--- src/rtl/break_ctrl.sv ---
// rtl/break_ctrl.sv - kernel break entry/exit sequencer for the 5-stage MIPS pipeline
module break_ctrl #(
   parameter logic [31:0] IRQ_VECTOR = 32'h80000004,
   parameter logic [31:0] EXC_VECTOR = 32'h80000008,
   parameter int          CNT_W      = 16
) (
   input  logic             clk,
   input  logic             reset,
   input  logic             irq,
   input  logic             exc_undef,
   input  logic             exc_syscall,
   input  logic             eret,
   input  logic             id_valid,
   input  logic             stall,
   input  logic [31:0]      id_pc,
   input  logic [31:0]      epc,
   output logic             pc_wr_en,
   output logic [31:0]      pc_save,
   output logic             flush_if_id,
   output logic             flush_id_ex,
   output logic             pc_redirect,
   output logic [31:0]      pc_target,
   output logic             irq_ack,
   output logic             kernel_mode,
   output logic [1:0]       cause,
   output logic [CNT_W-1:0] break_cnt
);

   typedef enum logic [1:0] {
      USER   = 2'd0,
      KERNEL = 2'd1,
      RESUME = 2'd2
   } state_t;

   localparam logic [1:0] CAUSE_IRQ     = 2'd1;
   localparam logic [1:0] CAUSE_UNDEF   = 2'd2;
   localparam logic [1:0] CAUSE_SYSCALL = 2'd3;

   state_t     state;
   state_t     state_nxt;
   logic       ok;
   logic       take;
   logic [1:0] take_cause;

   assign ok          = id_valid & ~stall;
   assign kernel_mode = (state == KERNEL);

   // Pulse outputs are gated by reset so nothing leaks out while it is asserted.
   always_comb begin
      state_nxt   = state;
      take        = 1'b0;
      take_cause  = 2'd0;
      pc_wr_en    = 1'b0;
      pc_save     = 32'd0;
      flush_if_id = 1'b0;
      flush_id_ex = 1'b0;
      pc_redirect = 1'b0;
      pc_target   = 32'd0;
      irq_ack     = 1'b0;

      if (reset) begin
         case (state)
            USER, RESUME: begin
               if (ok) begin
                  if (exc_undef) begin
                     take       = 1'b1;
                     take_cause = CAUSE_UNDEF;
                  end else if (exc_syscall) begin
                     take       = 1'b1;
                     take_cause = CAUSE_SYSCALL;
                  end else if (irq && state == USER) begin
                     take       = 1'b1;
                     take_cause = CAUSE_IRQ;
                  end
                  state_nxt = USER;
               end
            end
            KERNEL: begin
               if (eret && ok) begin
                  pc_redirect = 1'b1;
                  pc_target   = epc;
                  flush_if_id = 1'b1;
                  state_nxt   = RESUME;
               end
            end
            default: state_nxt = USER;
         endcase

         if (take) begin
            state_nxt   = KERNEL;
            pc_wr_en    = 1'b1;
            flush_if_id = 1'b1;
            flush_id_ex = 1'b1;
            pc_redirect = 1'b1;
            if (take_cause == CAUSE_IRQ) begin
               // Interrupted instruction has not executed yet, so it is replayed.
               pc_save   = id_pc;
               pc_target = IRQ_VECTOR;
               irq_ack   = 1'b1;
            end else begin
               pc_save   = id_pc + 32'd4;
               pc_target = EXC_VECTOR;
            end
         end
      end
   end

   always_ff @(posedge clk or negedge reset) begin
      if (!reset) begin
         state     <= USER;
         cause     <= 2'd0;
         break_cnt <= '0;
      end else begin
         state <= state_nxt;
         if (take) begin
            cause <= take_cause;
            if (break_cnt != {CNT_W{1'b1}})
               break_cnt <= break_cnt + {{(CNT_W-1){1'b0}}, 1'b1};
         end
      end
   end

endmodule

--- config.mk ---
export PLATFORM = sky130hd
export DESIGN_NAME = break_ctrl
export DESIGN_NICKNAME = d
export VERILOG_FILES = /design/src/rtl/break_ctrl.sv
export SDC_FILE = /design/constraint.sdc
export NUM_CORES = 1
export LEC_CHECK = 0
export BUFFER_PORTS_ARGS = -buffer_cell sky130_fd_sc_hd__buf_2
export CORE_ASPECT_RATIO = 0.7
export CORE_MARGIN = 5
export CORE_UTILIZATION = 30
export CTS_BUF_LIST = sky130_fd_sc_hd__clkbuf_4
export DETAILED_ROUTE_END_ITERATION = 8
export GPL_ROUTABILITY_DRIVEN = 0
export HOLD_SLACK_MARGIN = 0.05
export PLACE_DENSITY_LB_ADDON = 0.12
export SKIP_CTS_REPAIR_TIMING = 1
export SYNTH_ARGS = -nofsm -noshare
export SYNTH_HDL_FRONTEND = slang
export SYNTH_SLANG_ARGS = --single-unit
--- constraint.sdc ---
create_clock -name clk -period 1.7 [get_ports clk]
set_input_delay 0.17 -clock clk [delete_from_list [all_inputs] [get_ports clk]]
set_output_delay 0.17 -clock clk [all_outputs]
set_load 0.01 [all_outputs]
==> results of run 1 <==
cell usage in the layout (no fill, tap or decap), types with 6 or more instances in the layout:
cell / n
sky130_fd_sc_hd__buf_2: 152
sky130_fd_sc_hd__buf_4: 85
sky130_fd_sc_hd__and2_1: 29
sky130_fd_sc_hd__nand2_1: 27
sky130_fd_sc_hd__dfrtp_1: 20
sky130_fd_sc_hd__buf_6: 15
sky130_fd_sc_hd__nand2b_1: 14
sky130_fd_sc_hd__mux2i_1: 13
sky130_fd_sc_hd__xor2_1: 13
sky130_fd_sc_hd__nand3_1: 11
sky130_fd_sc_hd__nand4_1: 11
sky130_fd_sc_hd__nor4_4: 11
sky130_fd_sc_hd__a21oi_2: 8
sky130_fd_sc_hd__or4_1: 8
sky130_fd_sc_hd__inv_1: 7
sky130_fd_sc_hd__nor4_2: 7
sky130_fd_sc_hd__o31ai_1: 7
sky130_fd_sc_hd__buf_12: 6
how the worst min path moves through the flow:
stage	to	start	depth (start not counted)	slack, ps
2_1_floorplan	break_cnt[0]	reset	0	-130
3_3_place_gp	state[1]	reset	2	200
3_5_place_dp	break_cnt[9]	reset	2	200
4_1_cts	break_cnt[9]	reset	2	-160
5_1_grt	state[0]	eret	4	270
6_report	state[0]	eret	4	260
report_power, final:
group	leakage (nW)	internal, mW	total (mW)	switching, mW
registers	0.264	0.563	0.628	0.0646
clock network	0.0279	0.239	0.405	0.166
logic	2.07	0.719	1.38	0.662
total	2.36	1.52	2.41	0.893
kinds of logic (layout without fill, tap and decap cells):
group                      Yosys count  count (layout)  synth area share [%]
DFF                                 20              20                 21.69
xor gates and xnor gates            16              16                 6.074
muxes                               18              18                 8.026
AOI/OAI and AO/OA                   40              40                 11.60
buffers and inverters               31             281                 7.429
adders and majority gates            2               2                 1.084
and+or+nand+nor                    167             167                 44.09
registers in the layout, indices dropped and copies added (netlist names):
name       count
state          2
break_cnt     16
cause          2
critical path, stage by stage (launching register included):
cell and delay, ps:
sky130_fd_sc_hd__dfrtp_1 440, sky130_fd_sc_hd__or3b_4 410, sky130_fd_sc_hd__o211ai_1 270, sky130_fd_sc_hd__buf_12 210, sky130_fd_sc_hd__nor4_1 80, sky130_fd_sc_hd__mux2i_1 170, sky130_fd_sc_hd__buf_2 150
metal layers:
layer / vias up / track usage [%]
met4: 0 / 2.239
met3: 6 / 3.706
met5: - / 0
li1: 1577 / -
met2: 120 / 28.53
met1: 1467 / 24.09
through the flow:
| stage | setup slack [ps] | power [mW] | utilization [%] |
|---|---|---|---|
| floorplan | -121.6 | 1.095 | - |
| global placement | -263.5 | 1.682 | 52.17 |
| detailed placement | -285.5 | 1.704 | 52.17 |
| CTS | -578.7 | 2.107 | 52.88 |
| global route | -614.2 | 2.563 | 63.05 |
| finish | -525.4 | 2.414 | 63.05 |
final cells by class:
cell class | instances | area [µm²]
clock buffers | 3 | 22.52
repair buffers | 268 | 1873
multi-input cells | 243 | 2071
well taps | 98 | 122.6
inverters | 9 | 36.28
fillers | 645 | 2729
clock inverters | 1 | 30.03
flip-flops and latches | 20 | 500.5
==> reports/metrics.json, run 1 <==
{
  "instances_no_fill": 642,
  "endpoint_of_the_most_critical_register_to_register_path": "break_cnt[8]",
  "grt_max_degree": 31,
  "count_of_final_max_slew_check_failures": 0,
  "clock-skew-final_ps": 17.75,
  "floorplan.io_pins": 160,
  "fin_area_mm2": 0.004656,
  "number_of_remaining_drc_errors": 0,
  "finalNetCount": 619,
  "worst-endpoint-arrival_ps": 2060,
  "track_usage_pct": 17.43,
  "run_status": "complete, but fails checks",
  "min_period_ps": 2225,
  "crit_path_start": "state[0]",
  "grt_setup_unrepaired": "yes",
  "vdd.ir_drop.worst_uv": 456.1,
  "failing_checks": "negative setup slack",
  "grt_overflow": 0,
  "synth_ff_type": "sky130_fd_sc_hd__dfrtp_1",
  "timing.critical_path.required_ps": 1530,
  "route.detailed.wl_per_inst_um": 15.54,
  "number_of_warnings_printed_during_yosys_synthesis": 0,
  "post-dp-hpwl_um": 7425,
  "grt_pass1_vias": 2844,
  "effective_utilization_at_floorplan_pct": 31.24,
  "cts_tree": "done",
  "maxCapViolations": 0,
  "met1Wirelength_um": 4459,
  "h_tree_levels": 1,
  "drt-vias-per-instance": 4.938,
  "hold_slack_ps": 263.1,
  "drt.antenna.violating_nets": 0,
  "synthesis.area_mm2": 0.002307,
  "worst_skew_pair.late_latency_ps": 320,
  "detailroute.wirelength.met2_um": 4668,
  "r2r_slack_ps": -380,
  "synth.net_count": 368,
  "ant_diodes": 0,
  "synth_top_area_share_pct": 21.69,
  "final_min_period_over_clock_period_pct": 130.9,
  "clockRootBuffer": "sky130_fd_sc_hd__clkbuf_4",
  "chipWidth_um": 114.8,
  "startpoint_to_endpoint_class_of_the_critical_path": "register to primary output",
  "placement.cell_area_mm2": 0.003852,
  "final_layout_size_suffix_gt1_share_pct": 63.42,
  "floorplan.die_area_mm2": 0.009572,
  "pwr_cell_area_mw_per_mm2": 518.5,
  "yosys-top-cells-count": "sky130_fd_sc_hd__and2_1 (32), sky130_fd_sc_hd__nand2_1 (28), sky130_fd_sc_hd__dfrtp_1 (20), sky130_fd_sc_hd__nor4_1 (17), sky130_fd_sc_hd__nand2b_1 (16)",
  "die_height_um": 83.37,
  "path_max_fanout": 20,
  "wirelength_um": 9974,
  "top_layer_used": "met4",
  "final_critical_path_setup_slack_ps": -525.4,
  "power.leakage_nw": 2.362,
  "critPathCaptureType": "primary output",
  "worst_hold_path_type": "primary input to register",
  "drtPass1Iterations": 4,
  "synth_enable_flop_cells": 0,
  "totalNegativeSetupSlack_ps": -26720,
  "report.final.hold_viol_count": 0,
  "yosys_register_bits": 20,
  "max_slew.worst_pin.slew_ps": 470.4,
  "core-area_mm2": 0.007385,
  "initial_antenna_violation_count": 0,
  "post-synth-top-area-cell": "sky130_fd_sc_hd__dfrtp_1",
  "report.final.setup_viol": 85,
  "yosysSeqAreaShare_pct": 21.69,
  "timing.critical_path.to": "pc_save[30]",
  "row_cnt": 26,
  "placed_cells": 612,
  "timing.rr.start": "state[1]",
  "path_clk_slew_ps": 130,
  "slew_headroom_pct": 68.55,
  "share_of_synthesized_registers_carrying_an_async_set_or_reset_pct": 100.0,
  "drtIter0Drc": 123,
  "via_count": 3170,
  "synth_most_common_cell": "sky130_fd_sc_hd__and2_1",
  "postSynthCellCount": 294,
  "postSynthAreaPerCell_um2": 7.848,
  "fmax_mhz": 449.3,
  "critPathLaunchType": "register",
  "synth_cell_type_count": 49,
  "met3_wirelength_um": 787,
  "clock_path_buffers": 2,
  "r2r_cells": 7,
  "place.port_buffers": 159,
  "inserted_clock_buffers": 3,
  "netlist_top_cells_area": "sky130_fd_sc_hd__dfrtp_1 (22%), sky130_fd_sc_hd__and2_1 (8.7%), sky130_fd_sc_hd__mux2i_1 (6.1%), sky130_fd_sc_hd__xor2_1 (5.3%), sky130_fd_sc_hd__nor4_1 (4.6%)",
  "grt_pass1_wl_um": 14020,
  "syn2layout_area_growth_pct": 101.8,
  "clock_sinks": 20
}
Power figures use the tool's default switching activity.
==> inputs of run 2 (changes only) <==
- MAX_ROUTING_LAYER: unset -> met4
==> run 2 against run 1 <==
Effect of this change:
- the run still ends with negative setup slack left
- combinational power hardly changed
- clock skew is 0.56 ps lower
- maximum frequency is 0.25% lower
- sequential cell count stayed put
- via count is 0.16% higher
- die area stayed put
- critical path type unchanged
- largest cell class unchanged
- largest power group unchanged
==> reports/metrics.json, run 2 (synthesis gave the netlist of run 1 again) <==
{
  "final_layout_size_suffix_gt1_share_pct": 63.35,
  "final_min_period_over_clock_period_pct": 131.2,
  "floorplan.die_area_mm2": 0.009572,
  "drtPass1Iterations": 4,
  "timing.critical_path.required_ps": 1530,
  "maxCapViolations": 0,
  "largest_register_ffs": 16,
  "h_tree_levels": 1,
  "finalNetCount": 618,
  "fmax_mhz": 448.2,
  "slowest_stage": "sky130_fd_sc_hd__or3b_4",
  "layout_commonest_cell": "sky130_fd_sc_hd__buf_2",
  "number_of_remaining_drc_errors": 0,
  "worst_skew_pair.late_latency_ps": 330,
  "cts_tree": "done",
  "run_status": "complete, but fails checks",
  "final_cell_mix": "sky130_fd_sc_hd__buf_2 (152), sky130_fd_sc_hd__buf_4 (84), sky130_fd_sc_hd__and2_1 (29)",
  "pwr_cell_area_mw_per_mm2": 521.0,
  "row_cnt": 26,
  "path_max_fanout": 20,
  "min_period_ps": 2231,
  "critPathLaunchType": "register",
  "worst_path_dominant_cell_family": "simple AND/OR/NAND/NOR gates",
  "track_usage_pct": 17.91,
  "max_slew.worst_pin.slew_ps": 462.0,
  "vdd.ir_drop.worst_uv": 446.2,
  "slew_headroom_pct": 69.11,
  "instances_no_fill": 641,
  "worst_hold_path_type": "primary input to register",
  "core-area_mm2": 0.007385,
  "placement.cell_area_mm2": 0.003852,
  "final_critical_path_setup_slack_ps": -530.9,
  "timing.rr.start": "state[1]",
  "report.final.setup_viol": 85,
  "finalCoreUtilization_pct": 62.71,
  "die_height_um": 83.37,
  "delay_of_the_slowest_cell_on_the_worst_path_ps": 430,
  "r2r_cells": 7,
  "cp_cell_sequence": "or3b_4, o211ai_1, buf_12, nor4_1, mux2i_1, buf_2",
  "syn2layout_area_growth_pct": 100.7,
  "route.detailed.wl_per_inst_um": 15.61,
  "power.leakage_nw": 2.337,
  "clockRootBuffer": "sky130_fd_sc_hd__clkbuf_4",
  "path_clk_slew_ps": 140,
  "count_of_final_max_slew_check_failures": 0,
  "r2r_slack_ps": -380,
  "critPathCaptureType": "primary output",
  "clock_sinks": 20,
  "initial_antenna_violation_count": 0,
  "grt_setup_unrepaired": "yes",
  "totalNegativeSetupSlack_ps": -27390,
  "failing_checks": "negative setup slack",
  "worst_hold_path.endpoint": "state[0]",
  "drt-vias-per-instance": 4.953,
  "totalPowerFinal_mw": 2.413,
  "clock_path_buffers": 2,
  "grt_overflow": 0,
  "effective_utilization_at_floorplan_pct": 31.24,
  "drt.antenna.violating_nets": 0,
  "drtIter0Drc": 111,
  "timing.hold.worst_path_depth": 4,
  "chipWidth_um": 114.8,
  "place.port_buffers": 159,
  "hold_slack_ps": 256.6,
  "grt_max_degree": 31,
  "startpoint_to_endpoint_class_of_the_critical_path": "register to primary output",
  "report.final.hold_viol_count": 0,
  "reg_top3": "break_cnt: 16 flops, cause: 2 flops, state: 2 flops",
  "grt_pass1_wl_um": 14010,
  "endpoint_of_the_most_critical_register_to_register_path": "break_cnt[8]",
  "ant_diodes": 0,
  "via_count": 3175,
  "post-dp-hpwl_um": 7425,
  "grt_pass1_vias": 2844,
  "floorplan.io_pins": 160,
  "post-place-ws_ps": -285.5,
  "inserted_clock_buffers": 3,
  "fin_area_mm2": 0.004631,
  "worst_hold_startpoint": "eret",
  "clock-skew-final_ps": 17.19,
  "wirelength_um": 10010,
  "critical_path_buf_inv_count": 2,
  "placed_cells": 612,
  "top_register": "break_cnt",
  "worst-endpoint-arrival_ps": 2060
}
run 2: cell types whose count changed in the layout (fill, tap and decap cells not counted):
cell	before	now
sky130_fd_sc_hd__nor4_2	7	8
sky130_fd_sc_hd__buf_12	6	5
sky130_fd_sc_hd__buf_4	85	84
sky130_fd_sc_hd__nor4_4	11	10
sky130_fd_sc_hd__buf_6	15	16
run 2: area by class of cell:
type / instances / area [µm²]
Multi-Input combinational cell: 243 / 2062
Timing Repair Buffer: 267 / 1857
Fill cell: 651 / 2754
Tap cell: 98 / 122.6
Sequential cell: 20 / 500.5
Inverter: 9 / 36.28
Clock buffer: 3 / 22.52
Clock inverter: 1 / 30.03
run 2: per-layer routing:
metal	up-vias	GRT usage, %	wire [µm]
met5	-	-	0
met4	0	2.239	69
met3	8	3.561	794
met2	127	28.53	4632
met1	1469	24.18	4513
li1	1571	-	-
run 2: how the worst max path moves through the flow:
stage                        start  slack, ps  depth (start not counted)     endpoint
after global placement       stall       -260                          7  pc_save[22]
after CTS                 state[1]       -580                          7  pc_save[25]
final                     state[1]       -530                          6  pc_save[30]
after global routing      state[0]       -610                          6  pc_save[22]
after detailed placement     stall       -290                          7  pc_save[30]
after floorplan           state[0]       -120                          6  pc_save[13]
run 2: worst reg2reg max path, delay by kind of cell (launching register included):
family                 cells  cell delay [ps]
buffers and inverters      3              360
XOR/XNOR                   1              130
AND/OR/NAND/NOR            2              680
AO/OA/AOI/OAI              1              370
flip-flops                 1              420
run 2: power by group:
| part | total (mW) | internal, mW | switching, mW |
|---|---|---|---|
| registers | 0.627 | 0.563 | 0.0634 |
| logic | 1.37 | 0.715 | 0.659 |
| clock network | 0.412 | 0.239 | 0.173 |
| total | 2.41 | 1.52 | 0.896 |
==> inputs of run 3 (changes only) <==
- clock period: 1.7 -> 2.1 ns (I/O delays scaled with it)
==> run 3 against run 2 <==
Effect of this change:
- the flow still finishes with violations (negative setup slack)
- hold slack better by 18 ps
- critical path depth up 1
- clock skew about the same
- largest power group unchanged
- combinational power down 47%
- final cell count down 12%
- sequential power down 14%
- clock power down 53%
==> reports/metrics.json, run 3 (synthesis gave the netlist of run 1 again) <==
{
  "clock_path_buffers": 2,
  "inserted_clock_buffers": 3,
  "count_of_final_max_slew_check_failures": 0,
  "totalPowerFinal_mw": 1.451,
  "drt-vias-per-instance": 4.984,
  "reg_top3": "break_cnt: 16 flops, cause: 2 flops, state: 2 flops",
  "chipWidth_um": 114.8,
  "row_cnt": 26,
  "timing.critical_path.required_ps": 1890,
  "part_of_the_total_power_dissipated_in_combinational_logic_pct": 49.6,
  "instances_no_fill": 564,
  "die_height_um": 83.37,
  "drtPass1Iterations": 4,
  "multi_input_logic_area_mm2": 0.001774,
  "report.final.hold_viol_count": 0,
  "number_of_remaining_drc_errors": 0,
  "ant_diodes": 0,
  "floorplan.die_area_mm2": 0.009572,
  "h_tree_levels": 1,
  "fmax_mhz": 440.4,
  "totalNegativeSetupSlack_ps": -2814,
  "detailroute.wirelength.met2_um": 3853,
  "int_power_mw": 0.8620,
  "worst_skew_pair.late_latency_ps": 310,
  "final_min_period_over_clock_period_pct": 108.1,
  "run_status": "complete, but fails checks",
  "power.leakage_nw": 1.802,
  "cts_tree": "done",
  "finalNetCount": 541,
  "floorplan.io_pins": 160,
  "via_count": 2811,
  "fillcell_total": 764,
  "route.detailed.wl_per_inst_um": 15.16,
  "place.port_buffers": 159,
  "hold_slack_ps": 274.3,
  "critPathLaunchType": "register",
  "wirelength_um": 8548,
  "met3_wirelength_um": 637,
  "share_seq_of_total_power_pct": 37.0,
  "switching_power_as_a_share_of_total_power_pct": 40.61,
  "net-switching-power_mw": 0.5894,
  "path_max_fanout": 5,
  "syn2layout_area_growth_pct": 54.83,
  "clock_power_share_pct": 13.3,
  "top_layer_used": "met4",
  "report.final.setup_viol": 28,
  "path_clk_slew_ps": 110,
  "grt_pass1_wl_um": 12600,
  "track_usage_pct": 16.10,
  "grt_setup_unrepaired": "yes",
  "max_slew.worst_pin.slew_ps": 947.8,
  "grt_overflow": 0,
  "top_register": "break_cnt",
  "worst_hold_path_type": "primary input to register",
  "clock_sinks": 20,
  "placed_cells": 548,
  "drtIter0Drc": 137,
  "failing_checks": "negative setup slack",
  "slew_headroom_pct": 36.61,
  "maxCapViolations": 0,
  "final_critical_path_setup_slack_ps": -170.6,
  "effective_utilization_at_floorplan_pct": 31.24,
  "core-area_mm2": 0.007385,
  "initial_antenna_violation_count": 0,
  "post-place-ws_ps": -9.016,
  "grt_pass1_vias": 2510,
  "grt_max_degree": 32,
  "final_layout_size_suffix_gt1_share_pct": 49.57,
  "clock-skew-final_ps": 17.12,
  "startpoint_to_endpoint_class_of_the_critical_path": "register to primary output",
  "largest_register_ffs": 16,
  "drt.antenna.violating_nets": 0,
  "met1Wirelength_um": 4018,
  "post-dp-hpwl_um": 6688,
  "layout_commonest_cell": "sky130_fd_sc_hd__buf_2",
  "final_cell_mix": "sky130_fd_sc_hd__buf_2 (160), sky130_fd_sc_hd__and2_1 (32), sky130_fd_sc_hd__nand2_1 (28)",
  "pwr_cell_area_mw_per_mm2": 406.3,
  "register_area_um2": 500.5,
  "critPathCaptureType": "primary output",
  "clockRootBuffer": "sky130_fd_sc_hd__clkbuf_4",
  "worst-endpoint-arrival_ps": 2060,
  "vdd.ir_drop.worst_uv": 381.8,
  "min_period_ps": 2271
}
## run 3: changes by cell type in the layout (fill, tap and decap cells not counted), sizes merged
| cell | delta |
|---|---|
| buf | -74 |
| bufinv | -1 |
| clkbuf | -3 |
| clkinv | +1 |
## run 3: worst paths after layout
check | start | endpoint | slack, ps | cells after the start
worst min register to register | break_cnt[10] | break_cnt[10] | 530 | 1
worst max-delay path | state[1] | pc_save[18] | -170 | 7
max in group asynchronous | reset | break_cnt[8] | 810 | 3
worst max register to register | state[1] | break_cnt[8] | 30 | 6
worst min-delay path | reset | cause[1] | 270 | 3
min in group asynchronous | reset | break_cnt[11] | 700 | 3
## run 3: metrics by stage
step	utilization (%)	instance area, µm²
floorplan	-	2307
global placement	44.26	3268
detailed placement	44.26	3268
CTS	44.61	3294
global route	48.37	3572
finish	48.37	3572
## run 3: area by class of cell
class                   instances  share of cell area, %
inverters                       9                  1.086
multi-input cells             243                  49.67
clock inverters                 1                 0.1051
well taps                      98                  3.433
clock buffers                   3                 0.6305
repair buffers                190                  31.07
flip-flops and latches         20                  14.01
## run 3: critical path: stages, from the launching register on
cell                       delay (ps)
sky130_fd_sc_hd__dfrtp_1          420
sky130_fd_sc_hd__or3b_4           450
sky130_fd_sc_hd__o211ai_1         180
sky130_fd_sc_hd__buf_4            170
sky130_fd_sc_hd__buf_8            140
sky130_fd_sc_hd__nor4_4            50
sky130_fd_sc_hd__mux2i_1          180
sky130_fd_sc_hd__buf_2            160
## run 3: routing by layer
metal	track usage, %	up-vias
met2	25.46	97
met3	3.343	4
met1	22.19	1289
li1	-	1421
met5	-	-
met4	1.066	0
## run 3: power by group through the flow
| stage | registers [mW] | logic (mW) | clock network, mW |
|---|---|---|---|
| after global routing | 0.552 | 0.789 | 0.220 |
| after floorplan | 0.567 | 0.295 | 0 |
| after global placement | 0.541 | 0.636 | 0 |
| after CTS | 0.536 | 0.640 | 0.202 |
| final | 0.538 | 0.720 | 0.194 |
| after detailed placement | 0.544 | 0.638 | 0 |
